### config.mk
export PLATFORM = sky130hd
export DESIGN_NAME = mux2way5_sel
export DESIGN_NICKNAME = d
export VERILOG_FILES = /design/src/rtl/mux2way5_sel.sv
export SDC_FILE = /design/constraint.sdc
export NUM_CORES = 1
export LEC_CHECK = 0
export ABC_AREA = 1
export CAP_MARGIN = 20
export CELL_PAD_IN_SITES_DETAIL_PLACEMENT = 0
export CELL_PAD_IN_SITES_GLOBAL_PLACEMENT = 2
export CORE_AREA = 10 10 47 49
export CTS_CLUSTER_SIZE = 14
export DETAILED_ROUTE_END_ITERATION = 8
export DIE_AREA = 0 0 57 59
export DONT_BUFFER_PORTS = 1
export PLACE_DENSITY_LB_ADDON = 0.1
export SLEW_MARGIN = 20
export SYNTH_ARGS = -nofsm -noshare
export SYNTH_HDL_FRONTEND = slang
export SYNTH_SLANG_ARGS = --single-unit
### constraint.sdc
create_clock -name clk -period 1.3 [get_ports clk]
set_input_delay 0.26 -clock clk [delete_from_list [all_inputs] [get_ports clk]]
set_output_delay 0.26 -clock clk [all_outputs]
set_load 0.02 [all_outputs]
### src/rtl/mux2way5_sel.sv
// mux2way5_sel
// ----------------------------------------------------------------------------
// Two-input selector for the MIPS datapath, for example the register
// destination choice between rt and rd. It has a zero-latency combinational
// result for use in the same cycle, and a registered copy of that result and
// of the select for the next pipeline stage.
//
// Optional feature macro: MUX2WAY5_SWITCH_CNT_EN
//   When this macro is defined, the block adds the CNT_W parameter and the
//   switch_cnt output. switch_cnt is a saturating count of select transitions.
//   When the macro is not defined, the parameter, the port and all counter
//   logic are left out. Everything else behaves the same in both builds.
//
// Parameters:
//   WIDTH  data width of a, b, out and out_q (default 5)
//   CNT_W  width of switch_cnt (default 8, only with the optional feature)
//
// Ports:
//   clk         in   1      rising-edge clock
//   rst_n       in   1      asynchronous reset, active low
//   a           in   WIDTH  data input chosen when sel = 0
//   b           in   WIDTH  data input chosen when sel = 1
//   sel         in   1      select
//   en          in   1      capture enable for out_q and sel_q
//   out         out  WIDTH  combinational mux result
//   out_q       out  WIDTH  mux result captured at the last enabled edge
//   sel_q       out  1      select captured at the last enabled edge
//   switch_cnt  out  CNT_W  saturating count of sel transitions (optional)
// ----------------------------------------------------------------------------
module mux2way5_sel #(
  parameter int WIDTH = 5
`ifdef MUX2WAY5_SWITCH_CNT_EN
  ,
  parameter int CNT_W = 8
`endif
) (
  input  logic             clk,
  input  logic             rst_n,
  input  logic [WIDTH-1:0] a,
  input  logic [WIDTH-1:0] b,
  input  logic             sel,
  input  logic             en,
  output logic [WIDTH-1:0] out,
  output logic [WIDTH-1:0] out_q,
  output logic             sel_q
`ifdef MUX2WAY5_SWITCH_CNT_EN
  ,
  output logic [CNT_W-1:0] switch_cnt
`endif
);

  // Shared by the combinational output and the capture path, so both always
  // make the same choice.
  function automatic logic [WIDTH-1:0] mux_pick(
    input logic [WIDTH-1:0] in0,
    input logic [WIDTH-1:0] in1,
    input logic             s
  );
    logic [WIDTH-1:0] res;
    case (s)
      1'b0:    res = in0;
      1'b1:    res = in1;
      default: res = in0;
    endcase
    return res;
  endfunction

  logic [WIDTH-1:0] out_d;
  logic             sel_d;

  // Same-cycle datapath result. Neither rst_n nor en affects it.
  always_comb begin
    out = mux_pick(a, b, sel);
  end

  // Capture or hold the pipeline copies, depending on en.
  always_comb begin
    out_d = out_q;
    sel_d = sel_q;
    if (en) begin
      out_d = mux_pick(a, b, sel);
      sel_d = sel;
    end else begin
      out_d = out_q;
      sel_d = sel_q;
    end
  end

  // Pipeline registers. They clear as soon as reset is asserted.
  always_ff @(posedge clk or negedge rst_n) begin
    if (!rst_n) begin
      out_q <= {WIDTH{1'b0}};
      sel_q <= 1'b0;
    end else begin
      out_q <= out_d;
      sel_q <= sel_d;
    end
  end

`ifdef MUX2WAY5_SWITCH_CNT_EN
  localparam logic [CNT_W-1:0] CNT_MAX = {CNT_W{1'b1}};

  logic             sel_prev_d;
  logic             sel_prev_q;
  logic [CNT_W-1:0] switch_cnt_d;
  logic [CNT_W-1:0] switch_cnt_q;

  // sel_prev follows sel on every edge, whether or not en is set. The counter
  // goes up on any edge where sel differs from the value it had at the
  // previous edge. It stops at its maximum instead of wrapping.
  always_comb begin
    sel_prev_d   = sel;
    switch_cnt_d = switch_cnt_q;
    if ((sel != sel_prev_q) && (switch_cnt_q != CNT_MAX)) begin
      switch_cnt_d = switch_cnt_q + CNT_W'(1);
    end else begin
      switch_cnt_d = switch_cnt_q;
    end
  end

  // Transition-tracking registers. They clear together with the pipeline.
  always_ff @(posedge clk or negedge rst_n) begin
    if (!rst_n) begin
      sel_prev_q   <= 1'b0;
      switch_cnt_q <= {CNT_W{1'b0}};
    end else begin
      sel_prev_q   <= sel_prev_d;
      switch_cnt_q <= switch_cnt_d;
    end
  end

  assign switch_cnt = switch_cnt_q;
`endif

endmodule

### Word-level counts from Yosys, hierarchy flattened

Index checks and enable logic that the tools add are counted.

* output and inout port bits: 11
* logic and storage cells: 4
* flip-flop bits (word level): 6
* input bits: 14

* bitwise gates (word level): 1
* multiplexer cells: 1

Operators with widths (count)
* $pmux W5 S2: 1
* $not A1 Y1: 1

### Longest topological paths before layout

* depth after elaboration: 2
* mapped depth: 4
* mapped depth without buffers: 4

### Worst setup path after synthesis

OpenSTA, ideal clock, no wires.

* kind: input -> output
* start: in sel
* end: out out[0]
* buffers on the path: 0
* data required time: 1.040 ns
* cell stages on the path: 3
* path slack: 0.454 ns
* arrival: 0.586 ns
* cell sequence: inv_2 -> nand2_1 -> and2_1

* word-level cells in the longest chain between the ends: 2

RTL lines
* start, declared: line 41 `input logic sel,`
* $not A1 Y1: line 60 `case (s)`
* $pmux W5 S2 (*): line 60
* end, declared: line 43 `output logic [WIDTH-1:0] out,`

Every way passes the cells marked *; elsewhere a longest branch is shown, timed or not.

### Final worst setup path

* start: reg out_q[3]
* end: out out_q[3]

RTL lines
* start, declared: line 44 `output logic [WIDTH-1:0] out_q,`
* start signal, assigned: line 92 `out_q <= {WIDTH{1'b0}};`
* start signal, assigned: line 95 `out_q <= out_d;`

No word-level cell between the ends.

==> impl_metrics.csv <==
group,metric,value,unit
die,core_area,1400,um2
placement,portBuffers,0,
critical_path,reg2reg_slack,0.57,ns
grt,antenna_found_initial,0,
die,die_h,59,um
sta,fin_worst_skew,0,ns
synthesis,synth_cell_types,8,
cts,cts_tree,"built",
placement,gp_congestion,0.681,
grt,grt.total_usage,0.0682,
synthesis,syn_area,338,um2
critical_path,cp-start-kind,"register",
cells_and_area,layout_common_cells,"nand2_1, inv_1, dfrtp_1",
min_path,hp-class,"primary input to register",
sta,hold_viol_final,0,
sta,setup_viol,0,
cts,postCtsSetupBuffers,0,
routing,drt_first_pass_iters,4,
critical_path,critPathMaxFanout,2,
cells_and_area,num-fill-cells,166,
cts,root_buffer,"clkbuf_4",
cts,postCtsHoldBufs,1,
grt,grt_pass1_vias,352,
die,initial_utilization,0.241,
sta,worstMarginPinSlew,0.271,ns
critical_path,regToRegStartpoint,"out_q[1]",
cells_and_area,diodes,0,
flow_run,maxCapViolations,0,
synthesis,ys_warn_count,0,
routing,wire_per_inst,15.1,um
cts,cts_max_level,1,
cells_and_area,layout-drive-gt1-share,0.0926,
sta,slew_headroom,0.819,
sta,rsz0062_at_grt,"false",
routing,ant_nets,0,
critical_path,worstSetupStartpoint,"out_q[3]",
sta,worst_hold_slack,0.171,ns
cts,cts.sink_count,6,
critical_path,required,1.04,ns
run_status,status,"complete, no violations",
sta,setup_tns,0,ns
power_and_ir_drop,p_leak,0.232,nW
synthesis,seq_area_frac_synth,0.444,
die,dieArea,3360,um2
sta,slew_violations,0,
cts,cts_buffers,3,
critical_path,path_class,"register to primary output",
synthesis,netlist_instances,50,
die,die_w,57,um
cts,cts_resized,0,
routing,postRouteWirelength,1060,um
sta,timing.final.crit_share,0.745,
synthesis,syn_nets,64,
routing,vias,313,
cells_and_area,area_growth,15.6,%
critical_path,critPathCaptureType,"primary output",
routing,via_per_inst,4.47,
die,num_io_pins,25,
sta,fin_crit,0.969,ns
power_and_ir_drop,powerDensity,1270,nW/um2
critical_path,crit_arrival,0.71,ns
grt,gr-total-overflow,0,
cells_and_area,final_common_cell,"nand2_1",
cts,clockBufferDepth,2,
routing,drt_iter0_drc,9,
power_and_ir_drop,vdd_ir_drop_max,0.174,mV
synthesis,synth-seq-cells,6,
cts,clock_latency,0.24,ns
grt,grt_pass1_wl,1730,um
routing,drc,0,
cells_and_area,nets,70,
cts,cts.clk_slew.worst_paths,0.04,ns
min_path,hold_start,"en",
sta,fmax,1030,MHz
synthesis,avgSynthCellArea,6.76,um2
die,rows,14,
grt,grt_max_degree,8,
-- through the flow --
| stage | utilization | setup WS (ns) | instance area [um2] | instances | total power, mW |
|---|---|---|---|---|---|
| 2_1_floorplan | - | 0.454 | 338 | 50 | 0.305 |
| 3_3_place_gp | 0.255 | 0.410 | 358 | 66 | 0.321 |
| 3_5_place_dp | 0.255 | 0.395 | 358 | 66 | 0.323 |
| 4_1_cts | 0.279 | 0.321 | 390 | 70 | 0.502 |
| 5_1_grt | 0.279 | 0.292 | 390 | 70 | 0.532 |
| 6_report | 0.279 | 0.331 | 390 | 70 | 0.497 |
-- area by class of cell --
class	instances	area [um2]	area share
inverters	12	45.0	0.115
well taps	16	20.0	0.0513
clock buffers	3	22.5	0.0577
multi-input cells	32	143	0.365
repair buffers	1	10.0	0.0256
flip-flops and latches	6	150	0.385
-- routing by layer --
metal | up-vias | track usage | wire (um)
met3 | 5 | 0.0472 | 156
met2 | 20 | 0.0977 | 461
met1 | 135 | 0.0688 | 407
met5 | - | 0 | 0
li1 | 153 | - | -
met4 | 0 | 0.0503 | 32
-- worst paths after layout --
kind | end | cells after the start
max | out_q[3] | 0
min | out_q[3] | 2
max reg2reg | out_q[1] | 2
min reg2reg | out_q[0] | 2
max in group asynchronous | out_q[3] | 1
min in group asynchronous | out_q[4] | 1
-- report_power, final --
part	leakage, nW	total [mW]	switching, mW	internal [mW]
Clock	0.0138	0.173	0.0689	0.105
Combinational	0.146	0.0788	0.0539	0.0249
Sequential	0.0721	0.245	0.0386	0.207
-- cells in the mapped netlist (all sizes together) --
cell,n,area share
nand2,21,0.24
inv,12,0.13
dfrtp,6,0.44
and2,5,0.093
nand3,5,0.074
o21ai,1,0.015
-- kinds of logic (layout without fill, tap and decap cells) --
family,Yosys count,after routing,synth area share
buf+inv,12,16,0.133
simple gates,31,31,0.407
flops,6,6,0.444
compound gates,1,1,0.0148
-- registers in the layout (all words and copies together) (netlist names) --
register,flops
out_q,5
sel_q,1
Note: power is estimated with default switching activity, not from simulation.
